## config.mk

```make
export PLATFORM = sky130hd
export DESIGN_NAME = lsu_arbiter_flat
export DESIGN_NICKNAME = d
export VERILOG_FILES = /design/src/rtl/lsu_arbiter_if.sv /design/src/rtl/lsu_arbiter.sv /design/src/flat_wrapper.sv
export SDC_FILE = /design/constraint.sdc
export NUM_CORES = 1
export LEC_CHECK = 0
export CORE_MARGIN = 8
export CORE_UTILIZATION = 41
export DETAILED_ROUTE_END_ITERATION = 8
export GPL_ROUTABILITY_DRIVEN = 0
export HOLD_SLACK_MARGIN = 0.08
export PLACE_DENSITY = 0.92
export SLEW_MARGIN = 20
export SYNTH_ARGS = -nofsm -noshare
export SYNTH_HDL_FRONTEND = slang
export SYNTH_SLANG_ARGS = --single-unit
```

## constraint.sdc

```tcl
create_clock -name clk_i -period 4.97 [get_ports clk_i]
set_input_delay 0.994 -clock clk_i [delete_from_list [all_inputs] [get_ports clk_i]]
set_output_delay 0.994 -clock clk_i [all_outputs]
set_load 0.01 [all_outputs]
```

## src/rtl/lsu_arbiter_if.sv

```systemverilog
// Bundles the two requester ports and the memory-controller load/store port
// shared by lsu_arbiter. The arbiter takes the slave side.
interface lsu_arbiter_if;
  logic        r0_req_i;
  logic [11:0] r0_addr_i;
  logic        r0_wren_i;
  logic [3:0]  r0_ls_op_i;
  logic [31:0] r0_st_data_i;
  logic        r0_gnt_o;
  logic        r0_rvalid_o;
  logic        r0_err_o;

  logic        r1_req_i;
  logic [11:0] r1_addr_i;
  logic        r1_wren_i;
  logic [3:0]  r1_ls_op_i;
  logic [31:0] r1_st_data_i;
  logic        r1_gnt_o;
  logic        r1_rvalid_o;
  logic        r1_err_o;

  logic [31:0] rdata_o;
  logic [11:0] mem_addr_o;
  logic [31:0] mem_st_data_o;
  logic        mem_wren_o;
  logic [3:0]  mem_ls_op_o;
  logic [31:0] mem_rdata_i;

  modport slave (
    input  r0_req_i, r0_addr_i, r0_wren_i, r0_ls_op_i, r0_st_data_i,
    input  r1_req_i, r1_addr_i, r1_wren_i, r1_ls_op_i, r1_st_data_i,
    input  mem_rdata_i,
    output r0_gnt_o, r0_rvalid_o, r0_err_o,
    output r1_gnt_o, r1_rvalid_o, r1_err_o,
    output rdata_o, mem_addr_o, mem_st_data_o, mem_wren_o, mem_ls_op_o
  );

  modport master (
    output r0_req_i, r0_addr_i, r0_wren_i, r0_ls_op_i, r0_st_data_i,
    output r1_req_i, r1_addr_i, r1_wren_i, r1_ls_op_i, r1_st_data_i,
    output mem_rdata_i,
    input  r0_gnt_o, r0_rvalid_o, r0_err_o,
    input  r1_gnt_o, r1_rvalid_o, r1_err_o,
    input  rdata_o, mem_addr_o, mem_st_data_o, mem_wren_o, mem_ls_op_o
  );
endinterface

```

## src/rtl/lsu_arbiter.sv

```systemverilog
// Shares the memory controller's single load/store port between the core LSU
// (requester 0) and the debug loader (requester 1), one transaction at a time.
module lsu_arbiter #(
  parameter bit RR = 1'b1
) (
  input  logic         clk_i,
  input  logic         rst_ni,
  lsu_arbiter_if.slave bus
);

  localparam logic [1:0] S_IDLE   = 2'd0;
  localparam logic [1:0] S_ACCESS = 2'd1;
  localparam logic [1:0] S_RESP   = 2'd2;

  logic [1:0]  state_q;
  logic        id_q;
  logic        wren_q;
  logic        err_q;
  logic        last_q;
  logic [11:0] addr_q;
  logic [3:0]  op_q;
  logic [31:0] sdata_q;
  logic [31:0] rdata_q;

  logic        idle;
  logic        any_req;
  logic        pick1;
  logic [11:0] sel_addr;
  logic        sel_wren;
  logic [3:0]  sel_op;
  logic [31:0] sel_sdata;
  logic        sel_err;

  // Opcode range, unmapped space, read-only input region, and the
  // out-of-window unaligned store into region 4.
  function automatic logic req_err(input logic [11:0] addr, input logic wren,
                                   input logic [3:0] op);
    logic bad;
    bad = (op == 4'd0) || (op > 4'd8);
    bad = bad || (addr[11:8] >= 4'd6);
    bad = bad || (wren && addr[11:8] == 4'd5);
    bad = bad || (wren && addr[11:8] == 4'd4 && addr > 12'h4A0 && addr[3:0] != 4'd0);
    return bad;
  endfunction

  always_comb begin
    idle    = (state_q == S_IDLE) && rst_ni;
    any_req = bus.r0_req_i || bus.r1_req_i;
    if (RR) pick1 = bus.r1_req_i && (!bus.r0_req_i || !last_q);
    else    pick1 = bus.r1_req_i && !bus.r0_req_i;

    sel_addr  = pick1 ? bus.r1_addr_i    : bus.r0_addr_i;
    sel_wren  = pick1 ? bus.r1_wren_i    : bus.r0_wren_i;
    sel_op    = pick1 ? bus.r1_ls_op_i   : bus.r0_ls_op_i;
    sel_sdata = pick1 ? bus.r1_st_data_i : bus.r0_st_data_i;
    sel_err   = req_err(sel_addr, sel_wren, sel_op);
  end

  always_ff @(posedge clk_i or negedge rst_ni) begin
    if (!rst_ni) begin
      state_q <= S_IDLE;
      id_q    <= 1'b0;
      wren_q  <= 1'b0;
      err_q   <= 1'b0;
      last_q  <= 1'b1;
      addr_q  <= '0;
      op_q    <= '0;
      sdata_q <= '0;
      rdata_q <= '0;
    end else begin
      case (state_q)
        S_IDLE: begin
          if (any_req) begin
            id_q    <= pick1;
            addr_q  <= sel_addr;
            wren_q  <= sel_wren;
            op_q    <= sel_op;
            sdata_q <= sel_data_or(sel_sdata);
            err_q   <= sel_err;
            if (sel_err) begin
              rdata_q <= '0;
              state_q <= S_RESP;
            end else begin
              state_q <= S_ACCESS;
            end
          end
        end
        S_ACCESS: begin
          rdata_q <= bus.mem_rdata_i;
          state_q <= S_RESP;
        end
        S_RESP: begin
          last_q  <= id_q;
          state_q <= S_IDLE;
        end
        default: state_q <= S_IDLE;
      endcase
    end
  end

  function automatic logic [31:0] sel_data_or(input logic [31:0] d);
    return d;
  endfunction

  // Store strobe only exists in ACCESS, so an async reset aborts it at once.
  always_comb begin
    bus.r0_gnt_o      = idle && any_req && !pick1;
    bus.r1_gnt_o      = idle && pick1;
    bus.r0_rvalid_o   = (state_q == S_RESP) && !id_q;
    bus.r1_rvalid_o   = (state_q == S_RESP) && id_q;
    bus.r0_err_o      = (state_q == S_RESP) && !id_q && err_q;
    bus.r1_err_o      = (state_q == S_RESP) && id_q && err_q;
    bus.rdata_o       = rdata_q;
    bus.mem_addr_o    = addr_q;
    bus.mem_st_data_o = sdata_q;
    bus.mem_ls_op_o   = op_q;
    bus.mem_wren_o    = (state_q == S_ACCESS) && wren_q;
  end

endmodule

```

## src/flat_wrapper.sv

```systemverilog
// flat-port wrapper written by rule: the top's interface ports become plain ports
module lsu_arbiter_flat 
#(
  parameter bit RR = 1'b1
)
  (clk_i, rst_ni, bus_r0_req_i, bus_r0_addr_i, bus_r0_wren_i, bus_r0_ls_op_i, bus_r0_st_data_i, bus_r1_req_i, bus_r1_addr_i, bus_r1_wren_i, bus_r1_ls_op_i, bus_r1_st_data_i, bus_mem_rdata_i, bus_r0_gnt_o, bus_r0_rvalid_o, bus_r0_err_o, bus_r1_gnt_o, bus_r1_rvalid_o, bus_r1_err_o, bus_rdata_o, bus_mem_addr_o, bus_mem_st_data_o, bus_mem_wren_o, bus_mem_ls_op_o);
  lsu_arbiter_if bus_i ();
  input  logic clk_i;
  input  logic rst_ni;
  input wire logic [$bits(bus_i.r0_req_i)-1:0] bus_r0_req_i;
  input wire logic [$bits(bus_i.r0_addr_i)-1:0] bus_r0_addr_i;
  input wire logic [$bits(bus_i.r0_wren_i)-1:0] bus_r0_wren_i;
  input wire logic [$bits(bus_i.r0_ls_op_i)-1:0] bus_r0_ls_op_i;
  input wire logic [$bits(bus_i.r0_st_data_i)-1:0] bus_r0_st_data_i;
  input wire logic [$bits(bus_i.r1_req_i)-1:0] bus_r1_req_i;
  input wire logic [$bits(bus_i.r1_addr_i)-1:0] bus_r1_addr_i;
  input wire logic [$bits(bus_i.r1_wren_i)-1:0] bus_r1_wren_i;
  input wire logic [$bits(bus_i.r1_ls_op_i)-1:0] bus_r1_ls_op_i;
  input wire logic [$bits(bus_i.r1_st_data_i)-1:0] bus_r1_st_data_i;
  input wire logic [$bits(bus_i.mem_rdata_i)-1:0] bus_mem_rdata_i;
  output wire logic [$bits(bus_i.r0_gnt_o)-1:0] bus_r0_gnt_o;
  output wire logic [$bits(bus_i.r0_rvalid_o)-1:0] bus_r0_rvalid_o;
  output wire logic [$bits(bus_i.r0_err_o)-1:0] bus_r0_err_o;
  output wire logic [$bits(bus_i.r1_gnt_o)-1:0] bus_r1_gnt_o;
  output wire logic [$bits(bus_i.r1_rvalid_o)-1:0] bus_r1_rvalid_o;
  output wire logic [$bits(bus_i.r1_err_o)-1:0] bus_r1_err_o;
  output wire logic [$bits(bus_i.rdata_o)-1:0] bus_rdata_o;
  output wire logic [$bits(bus_i.mem_addr_o)-1:0] bus_mem_addr_o;
  output wire logic [$bits(bus_i.mem_st_data_o)-1:0] bus_mem_st_data_o;
  output wire logic [$bits(bus_i.mem_wren_o)-1:0] bus_mem_wren_o;
  output wire logic [$bits(bus_i.mem_ls_op_o)-1:0] bus_mem_ls_op_o;
  assign bus_i.r0_req_i = bus_r0_req_i;
  assign bus_i.r0_addr_i = bus_r0_addr_i;
  assign bus_i.r0_wren_i = bus_r0_wren_i;
  assign bus_i.r0_ls_op_i = bus_r0_ls_op_i;
  assign bus_i.r0_st_data_i = bus_r0_st_data_i;
  assign bus_i.r1_req_i = bus_r1_req_i;
  assign bus_i.r1_addr_i = bus_r1_addr_i;
  assign bus_i.r1_wren_i = bus_r1_wren_i;
  assign bus_i.r1_ls_op_i = bus_r1_ls_op_i;
  assign bus_i.r1_st_data_i = bus_r1_st_data_i;
  assign bus_i.mem_rdata_i = bus_mem_rdata_i;
  assign bus_r0_gnt_o = bus_i.r0_gnt_o;
  assign bus_r0_rvalid_o = bus_i.r0_rvalid_o;
  assign bus_r0_err_o = bus_i.r0_err_o;
  assign bus_r1_gnt_o = bus_i.r1_gnt_o;
  assign bus_r1_rvalid_o = bus_i.r1_rvalid_o;
  assign bus_r1_err_o = bus_i.r1_err_o;
  assign bus_rdata_o = bus_i.rdata_o;
  assign bus_mem_addr_o = bus_i.mem_addr_o;
  assign bus_mem_st_data_o = bus_i.mem_st_data_o;
  assign bus_mem_wren_o = bus_i.mem_wren_o;
  assign bus_mem_ls_op_o = bus_i.mem_ls_op_o;
  lsu_arbiter #(.RR(RR)) u_core (.clk_i(clk_i), .rst_ni(rst_ni), .bus(bus_i));
endmodule
```

==> impl_results.md, run 1 <==
- Number of setup violations in the final report: 0
- Total negative setup slack: 0 ns
- Design area: 6310 um2
- Yosys warns: 0
- Clock insertion delay at the later pin of the skew report: 0.34 ns
- Rows: 35
- Vias in the first global route: 4077
- Net Sw Power: 0.964 mW
- CTS resizes: 0
- Final Max Tran Viols: 0
- Critical path peak fanout: 3
- Post-synth EDFFs: 0
- Register area share after synthesis: between 50 and 60%
- DR vias: 3960
- Total gr overflow: 0
- Crit path DAT: 2.52 ns
- Sw frac: 33.8%
- Status: complete, no violations
- Starting Density: 41.9%
- Yosys reg bits: 86
- Core area: 9200 um2
- Mean Syn Cell Area: around 8.5 um2
- Clock Power Share: 19.0%
- Area Overhead vs Synth: 64.0%
- Crit path launch type: primary input
- # Max-Cap Violations: 0
- Vias per cell: 5.13
- Share of cells above drive strength 1: 4.39%
- Die area: ~13000 um2
- Fillers: 690
- Fmax: 284 MHz
- Max Buffers Root-to-Sink: 2
- Wire length on met3: between 1000 and 1500 um
- Initial antenna violation count: 0
- Worst Max-Slew Pin Slew: 0.862 ns
- Clk sink count: 86
- WL met1: 5240 um
- Post-layout nets: 790
- Post-synthesis cell type count: 32
- Part of the cycle the worst path needs: 70.8%
- First-pass GRT wire length: 20900 um
- PD cells: 452 nW/um2
- Residual DRC: 0
- Highest metal used: met4
- Clock Skew: between 0.01 and 0.015 ns
- Relative slew slack: 42.5%
- Root Driver: clkbuf_8
- Initial DRT Pass Iterations: 6
- Worst path required time: 3.98 ns
- Syn_nets: 587
- Syn Inst Count: roughly 450
- Worst-path clk slew: approximately 0.09 ns
- Routed len/inst: 17.0 um
- Die width: between 100 and 150 um
- Routed wire length: 13200 um
- Die Span Y: 113 um
- Dpl hpwl: 10200 um
- DP Area: approximately 6100 um2
- H-tree Lvls: 3
- Mapped Area: 3850 um2
- Top_reg_cell synth: dfrtp_1
- Starting DRT DRC Count: ~270
- Async S/R FF share, synth: 100%
- CP Class: in -> out
- GRT Total Usage: 20.5%
- Sequential Power Share: 38.2%
- ANT nets after route: 0
- Pint: 1.89 mW
- RSZ-0062 raised after global routing: no
- Worst vdd rail ir drop: 0.209 mV
- Final hold violation count: 0
- Combinational Power Share: 42.9%
- TritonCTS clock tree: yes
- Tightest Hold Check Type: in -> async
- Hold slack: roughly 0.5 ns
- I/O pin total: 221
- Crit end category: output port
- Diodes inserted: 0
- CTS Buf Count: 9
- Min Clock Period, post-route: approximately 3.5 ns
- Met2 wire length: 6320 um
- Reg2reg start: u_core.last_q
- Hold_buf cts: 0
- Static leakage: 2.61 nW
- Worst setup path start: bus_r0_req_i
- IO Port Bufs: 220
- Post-CTS setup buffer count: 0
- Largest net degree at the start of global routing: 97
==> state kept, by name, indices dropped and copies added (netlist names) <==
signal                    count
u_core.bus.mem_st_data_o     32
u_core.bus.rdata_o           32
u_core.bus.mem_addr_o        12
u_core.bus.mem_ls_op_o        4
u_core.state_q                2
u_core.err_q                  1
u_core.id_q                   1
u_core.last_q                 1
u_core.wren_q                 1
==> Yosys cell counts (2+ instances only) <==
| cell type | n | area share (%) |
|---|---|---|
| a21o_1 | 2 | 0.39 |
| a21oi_1 | 35 | 4.5 |
| a22o_1 | 2 | 0.46 |
| a31oi_1 | 47 | 7.6 |
| and2_1 | 3 | 0.49 |
| and3_1 | 2 | 0.32 |
| buf_2 | 5 | 0.65 |
| buf_6 | 3 | 0.88 |
| clkbuf_1 | 24 | 2.3 |
| dfrtp_1 | 85 | 55 |
| inv_1 | 2 | 0.20 |
| nand2_1 | 160 | 16 |
| nand2b_1 | 2 | 0.32 |
| nor2_1 | 56 | 5.5 |
| nor3_1 | 3 | 0.39 |
| nor4_1 | 3 | 0.49 |
| o21ai_0 | 3 | 0.39 |
| xnor2_1 | 2 | 0.46 |
==> cells in the final DEF, fill, tap and decap left out, drive strengths merged <==
cell | synthesis | layout
a211oi | 1 | 1
nor4 | 3 | 3
a21boi | 1 | 1
dfrtp | 85 | 85
and2 | 3 | 3
xnor2 | 2 | 2
a22o | 2 | 2
a31oi | 48 | 48
a21bo | 1 | 1
nand2 | 160 | 160
a21oi | 35 | 35
inv | 2 | 2
o21bai | 1 | 1
or3 | 1 | 1
mux2i | 1 | 1
nand3 | 1 | 1
mux2 | 1 | 1
clkbuf | 24 | 11
clkdlybuf4s50 | 0 | 219
a21o | 2 | 2
nand2b | 2 | 2
bufinv | 0 | 2
clkinv | 0 | 3
nor2 | 56 | 56
o21ai | 3 | 3
a211o | 1 | 1
and3 | 2 | 2
buf | 9 | 6
nor3 | 3 | 3
nor4b | 1 | 1
nor2b | 1 | 1
dfstp | 1 | 1
==> cell type report <==
cell class | count | area, um2 | area share (%)
clock buffer | 11 | 141 | 2.24
tap | 111 | 139 | 2.20
sequential | 86 | 2150 | 34.1
multi-input combinational | 332 | 1550 | 24.6
inverter | 2 | 7.51 | 0.119
timing repair buffer | 225 | 2240 | 35.4
clock inverter | 5 | 82.6 | 1.31
==> metrics by stage <==
stage	utilization, %	power (mW)	setup slack (ns)	cells
floorplan	-	1.61	1.93	453
global placement	66.2	2.30	1.42	756
detailed placement	66.2	2.34	1.30	756
CTS	68.6	2.88	1.45	772
global route	68.7	3.03	1.34	772
finish	68.7	2.86	1.45	772
==> cell families (layout without fill, tap and decap cells) <==
family                    after synthesis  in the layout  share of synthesized area (%)
DFF                                    86             86                           55.9
xor gates and xnor gates                2              2                          0.455
AOI/OAI and AO/OA                      95             95                           15.0
muxes                                   2              2                          0.552
buffers and inverters                  35            243                           4.26
and+or+nand+nor                       233            233                           23.8
==> worst max-delay path, stage by stage <==
cell	delay, ns
clkdlybuf4s50_1	0.56
nor2_1	0.10
nor3_2	0.13
and3_1	0.19
clkdlybuf4s50_1	0.54
==> metal layers <==
| metal | track usage [%] | vias to the layer above |
|---|---|---|
| met2 | 34.3 | 188 |
| met5 | 0 | - |
| met1 | 23.2 | 1838 |
| met4 | 7.73 | 0 |
| met3 | 7.77 | 28 |
| li1 | - | 1906 |
==> power by group through the flow <==
stage                     clock network [mW]  logic [mW]  registers (mW)
after global placement                     0        1.21            1.08
after global routing                   0.579        1.33            1.12
after detailed placement                   0        1.24            1.10
after CTS                              0.549        1.24            1.09
after floorplan                            0       0.431            1.18
final                                  0.542        1.22            1.09
==> final timing paths <==
kind,cells after the start,to,slack (ns)
min reg2reg,2,u_core.bus.rdata_o[4],0.53
max reg2reg,6,u_core.bus.rdata_o[17],2.40
max in group asynchronous,2,u_core.wren_q,3.33
min in group clk_i,2,u_core.bus.rdata_o[4],0.53
max,5,bus_r0_gnt_o,1.45
min,1,u_core.bus.rdata_o[18],0.51
Note: power is estimated with default switching activity, not from simulation.
==> run 2: changes to the inputs <==
--- a/config.mk
+++ b/config.mk
@@ -6,11 +6,11 @@
 export NUM_CORES = 1
 export LEC_CHECK = 0
 export CORE_MARGIN = 8
-export CORE_UTILIZATION = 41
+export CORE_UTILIZATION = 35
 export DETAILED_ROUTE_END_ITERATION = 8
 export GPL_ROUTABILITY_DRIVEN = 0
 export HOLD_SLACK_MARGIN = 0.08
-export PLACE_DENSITY = 0.92
+export PLACE_DENSITY = 0.84
 export SLEW_MARGIN = 20
 export SYNTH_ARGS = -nofsm -noshare
 export SYNTH_HDL_FRONTEND = slang
==> constraint.sdc (replaced) <==
create_clock -name clk_i -period 3 [get_ports clk_i]
set_input_delay 0.6 -clock clk_i [delete_from_list [all_inputs] [get_ports clk_i]]
set_output_delay 0.6 -clock clk_i [all_outputs]
set_load 0.01 [all_outputs]
==> run 2 against run 1 <==
Critical path depth is the same; hold slack lost 0.25 ns; highest routed layer unchanged; clock skew grew 0.0031 ns.
==> impl_results.md, run 2 (synthesized netlist as in run 1, its figures left out) <==
- Status: complete, no violations
- Total negative setup slack: 0 ns
- CP Class: in -> out
- Rows: 38
- Routed wire length: 13300 um
- Hold_buf cts: 0
- Die Span Y: 121 um
- Part of the cycle the worst path needs: 90.9%
- Clock insertion delay at the later pin of the skew report: 0.35 ns
- Post-layout nets: between 700 and 800
- Share of cells above drive strength 1: 5.26%
- Min Clock Period, post-route: 2.73 ns
- First-pass GRT wire length: 21100 um
- # Max-Cap Violations: 0
- Tightest Hold Check Type: in -> async
- Die area: roughly 15000 um2
- Net Sw Power: ~1.6 mW
- Final Worst Setup Slack: 0.273 ns
- Most common cell after layout, fill and taps aside: clkdlybuf4s50_1
- IO Port Bufs: 220
- DR vias: 3978
- Most frequent cells in the layout: clkdlybuf4s50_1, nand2_1, dfrtp_1, nor2_1, a31oi_1
- Worst Max-Slew Pin Slew: 0.878 ns
- Initial antenna violation count: 1
- TritonCTS clock tree: yes
- Max Buffers Root-to-Sink: 2
- Initial DRT Pass Iterations: 7
- Grt met2 use: 30.6%
- GRT Total Usage: a little under a fifth
- Dpl hpwl: 10600 um
- CTS resizes: 0
- Vias in the first global route: 4160
- H-tree Lvls: 3
- Met1 Track Usage GR: 18.8%
- Fmax: approximately 370 MHz
- M3 GR Usage: between 8 and 9%
- Total gr overflow: 0
- CTS Buf Count: 9
- Area Overhead vs Synth: 65.7%
- Starting Density: 35.7%
- Crit path DAT: 2.13 ns
- Largest net degree at the start of global routing: 97
- Final Max Tran Viols: 0
- Worst vdd rail ir drop: between 0.4 and 0.5 mV
- Starting DRT DRC Count: between 200 and 300
- Pint: 3.07 mW
- Combinational Power Share: 43.5%
- RSZ-0062 raised after global routing: no
- Sequential Power Share: between 30% and 40%
- Clock Skew: 0.0136 ns
- Fillers: 941
- Busiest grt layer: met2
- Vias per cell: 4.93
- Die width: 121 um
- Clock Power Share: 18.4%
- Worst path required time: 2.40 ns
- Routed len/inst: around 16 um
- Number of setup violations in the final report: 0
- DP Worst Slack: 0.209 ns
- ANT nets after route: 0
- Worst-path clk slew: 0.10 ns
- Register area: 2150 um2
- PD cells: about 740 nW/um2
- Crit end category: output port
- Sw frac: 34.7%
- Area of the multi-input gates: around 1600 um2
- Relative slew slack: 41.4%
- Static leakage: 2.63 nW
- Crit path launch type: primary input
- I/O pin total: ~220
- Residual DRC: 0
- Clk sink count: 86
- Core area: 10800 um2
- Post-CTS setup buffer count: 0
- Final hold violation count: 0
- Critical path peak fanout: 3
- Root Driver: clkbuf_8
run 2: power by group through the flow:
stage / clock network (mW) / logic [mW] / registers [mW]
floorplan: 0 / 0.714 / 1.95
detailed placement: 0 / 2.08 / 1.81
global route: 0.944 / 2.23 / 1.85
finish: 0.868 / 2.05 / 1.79
global placement: 0 / 2.04 / 1.79
CTS: 0.898 / 2.08 / 1.80
run 2: path summary, 6_finish.rpt:
path	cells past startpoint	start	slack [ns]	endpoint
setup / recovery	5	bus_r0_req_i	0.27	bus_r0_gnt_o
hold reg to reg	2	u_core.bus.mem_addr_o[10]	0.51	u_core.bus.mem_addr_o[10]
setup reg to reg	7	u_core.last_q	0.92	u_core.bus.rdata_o[0]
min in group clk_i	2	u_core.bus.mem_addr_o[10]	0.51	u_core.bus.mem_addr_o[10]
hold / removal	2	rst_ni	0.26	u_core.bus.mem_ls_op_o[3]
max in group asynchronous	2	rst_ni	2.36	u_core.last_q
run 2: final cells by class:
| cell class | count | area share, % |
|---|---|---|
| repair buffers | 230 | 35.7 |
| flip-flops and latches | 86 | 33.8 |
| multi-input cells | 332 | 24.4 |
| well taps | 140 | 2.75 |
| clock buffers | 10 | 2.16 |
| clock inverters | 6 | 1.18 |
| inverters | 2 | 0.118 |
| diodes | 1 | 0.0392 |
run 2: per-stage QoR:
step           total power, mW  area, um2  hold slack [ns]  instances  utilization, %
3_5_place_dp              3.89       6160            0.491        790            57.1
3_3_place_gp              3.83       6160            0.475        790            57.1
2_1_floorplan             2.67       3850            0.304        453               -
4_1_cts                   4.78       6370            0.252        806            59.1
6_report                  4.71       6380            0.264        807            59.1
5_1_grt                   5.02       6380            0.275        807            59.1
run 2: metal layers:
| layer | part of all wire [%] | wire length (um) | vias to the layer above |
|---|---|---|---|
| met3 | 11 | 1450 | 27 |
| met5 | 0 | 0 | - |
| met1 | 37 | 4950 | 1839 |
| li1 | - | - | 1922 |
| met2 | 49 | 6460 | 190 |
| met4 | 3.2 | 426 | 0 |
run 2: critical path, cell delays in order:
cell	delay (ns)
clkdlybuf4s50_1	0.55
nor2_1	0.09
nor3_2	0.13
and3_1	0.19
clkdlybuf4s50_1	0.57
==> run 3: changes to the inputs <==
--- a/config.mk
+++ b/config.mk
@@ -10,7 +10,8 @@
 export DETAILED_ROUTE_END_ITERATION = 8
 export GPL_ROUTABILITY_DRIVEN = 0
 export HOLD_SLACK_MARGIN = 0.08
-export PLACE_DENSITY = 0.84
+export PLACE_DENSITY = 0.88
+export REMOVE_ABC_BUFFERS = 1
 export SLEW_MARGIN = 20
 export SYNTH_ARGS = -nofsm -noshare
 export SYNTH_HDL_FRONTEND = slang
==> constraint.sdc (replaced) <==
create_clock -name clk_i -period 2.5 [get_ports clk_i]
set_input_delay 0.5 -clock clk_i [delete_from_list [all_inputs] [get_ports clk_i]]
set_output_delay 0.5 -clock clk_i [all_outputs]
set_load 0.01 [all_outputs]
==> run 3 against run 2 <==
Non-clock buffer count grew 4; flip-flop and latch count is the same; via count shrank 0.15%; worst setup slack lost 0.17 ns; hold slack lost 0.066 ns; critical path depth shrank 1; sequential power grew 21%; sequential share of layout area shrank 0.20 points; global-route usage grew 0.36 points; largest cell class unchanged.
==> impl_results.md, run 3 (synthesized netlist as in run 1, its figures left out) <==
- Part of the cycle the worst path needs: 96.0%
- Crit path launch type: primary input
- Post-layout nets: 799
- RSZ-0062 raised after global routing: no
- Die Span Y: 121 um
- DP Area: just over 6000 um2
- Worst Max-Slew Pin Slew: 0.865 ns
- Routed wire length: 13500 um
- Dpl cells: ~790
- Crit path DAT: 1.90 ns
- Dpl hpwl: 10700 um
- Crit-path max cell delay: 0.53 ns
- Initial DRT Pass Iterations: 4
- Final hold violation count: 0
- Diodes inserted: 0
- TritonCTS clock tree: yes
- Clk sink count: 86
- GRT Total Usage: 18.4%
- Min Clock Period, post-route: 2.40 ns
- Static leakage: 2.66 nW
- Starting Density: a little over a third
- PnR Total Power: 5.71 mW
- Clock Skew: 0.00888 ns
- Design area: about 6400 um2
- Worst path required time: ~2 ns
- Root Driver: clkbuf_8
- Residual DRC: 0
- PD cells: 889 nW/um2
- Worst-path clk slew: ~0.08 ns
- Status: complete, no violations
- CP Class: in -> out
- Total gr overflow: 0
- Core area: 10800 um2
- Worst vdd rail ir drop: 0.490 mV
- Routed len/inst: 16.6 um
- Die area: roughly 15000 um2
- Vias per cell: 4.90
- First-pass GRT wire length: 21700 um
- Number of setup violations in the final report: 0
- Crit-path cells: clkdlybuf4s50_1, a21boi_4, and3_1, clkdlybuf4s50_1
- CTS Buf Count: 9
- I/O pin total: 221
- Post-CTS setup buffer count: 0
- Crit end category: output port
- Initial antenna violation count: 0
- Relative slew slack: a little over two fifths
- Area Overhead vs Synth: 66.7%
- Fin cells: 810
- Critical path peak fanout: 3
- Clock insertion delay at the later pin of the skew report: roughly 0.35 ns
- Final Max Tran Viols: 0
- IO Port Bufs: 220
- Fmax: 417 MHz
- CP max-delay cell: clkdlybuf4s50_1
- Tightest Hold Check Type: in -> async
- Max Buffers Root-to-Sink: 2
- H-tree Lvls: 3
- ANT nets after route: 0
- Vias in the first global route: 4165
- Most frequent cells in the layout: clkdlybuf4s50_1, nand2_1, dfrtp_1, nor2_1, a31oi_1
- Largest net degree at the start of global routing: slightly below 100
- Share of cells above drive strength 1: 5.37%
- # Max-Cap Violations: 0
- DR vias: 3972
- Fillers: 913
- Die width: 121 um
- Rows: 38
- Starting DRT DRC Count: 316
- Most common cell after layout, fill and taps aside: clkdlybuf4s50_1
- Cell mode on critical path: clkdlybuf4s50_1
- Post-layout util: 59.5%
## run 3: cell count changes in the layout (fill, tap and decap cells not counted), sizes merged
| cell | before | now |
|---|---|---|
| buf | 11 | 15 |
| diode | 1 | 0 |
| inv | 6 | 2 |
| dlygate4sd2 | 0 | 1 |
| clkbuf | 10 | 12 |
| clkinv | 0 | 2 |
| clkdlybuf4s50 | 219 | 218 |
| bufinv | 1 | 2 |
| clkinvlp | 1 | 0 |
## run 3: final timing paths
check                                       startpoint                     endpoint  slack [ns]  depth (start not counted)
worst max-delay path                      bus_r1_req_i                 bus_r1_gnt_o         0.1                          4
worst min-delay path                            rst_ni    u_core.bus.mem_ls_op_o[2]        0.20                          2
worst max register to register           u_core.last_q       u_core.bus.rdata_o[12]        0.50                          8
worst min register to register  u_core.bus.rdata_o[24]       u_core.bus.rdata_o[24]        0.53                          2
max in group asynchronous                       rst_ni  u_core.bus.mem_st_data_o[9]        1.70                          2
min in group clk_i              u_core.bus.rdata_o[24]       u_core.bus.rdata_o[24]        0.53                          2
## run 3: repair_timing
item | CTS | global route
gates resized for setup | 1 | 0
hold buffers | 0 | 0
setup endpoints to repair | 1 | 0
hold endpoints to repair | 0 | 0
## run 3: cell type report
class	count	area, um2	area share [%]
repair buffers	234	2320	36.1
inverters	2	7.51	0.117
clock buffers	12	145	2.26
multi-input cells	332	1550	24.2
well taps	140	175	2.73
flip-flops and latches	86	2150	33.5
clock inverters	4	70.1	1.09
## run 3: report_power, final
group / internal [mW] / leakage, nW / switching, mW
combinational: 1.33 / 1.50 / 1.15
sequential: 1.87 / 1.05 / 0.297
clock: 0.588 / 0.110 / 0.469
total: 3.78 / 2.66 / 1.92
## run 3: routing by layer
| layer | GRT usage [%] | vias to the layer above | part of all wire (%) |
|---|---|---|---|
| li1 | - | 1926 | - |
| met3 | 10.1 | 13 | 13 |
| met2 | 29.4 | 188 | 47 |
| met4 | 5.23 | 0 | 1.1 |
| met1 | 20.7 | 1845 | 38 |
| met5 | 0 | - | 0 |
## run 3: per-stage QoR
stage | hold WS (ns) | setup WS [ns] | TNS, ns
floorplan | 0.204 | -3.93 | -213.13
global placement | 0.478 | -0.114 | -0.125
detailed placement | 0.516 | -0.112 | -0.158
CTS | 0.190 | 0.0890 | 0
global route | 0.213 | 0.0333 | 0
finish | 0.198 | 0.0992 | 0
## run 3: critical path, delay by kind of cell
| family | cells | cell delay (ns) |
|---|---|---|
| buf+inv | 2 | 1.02 |
| compound gates | 1 | 0.21 |
| simple gates | 1 | 0.17 |
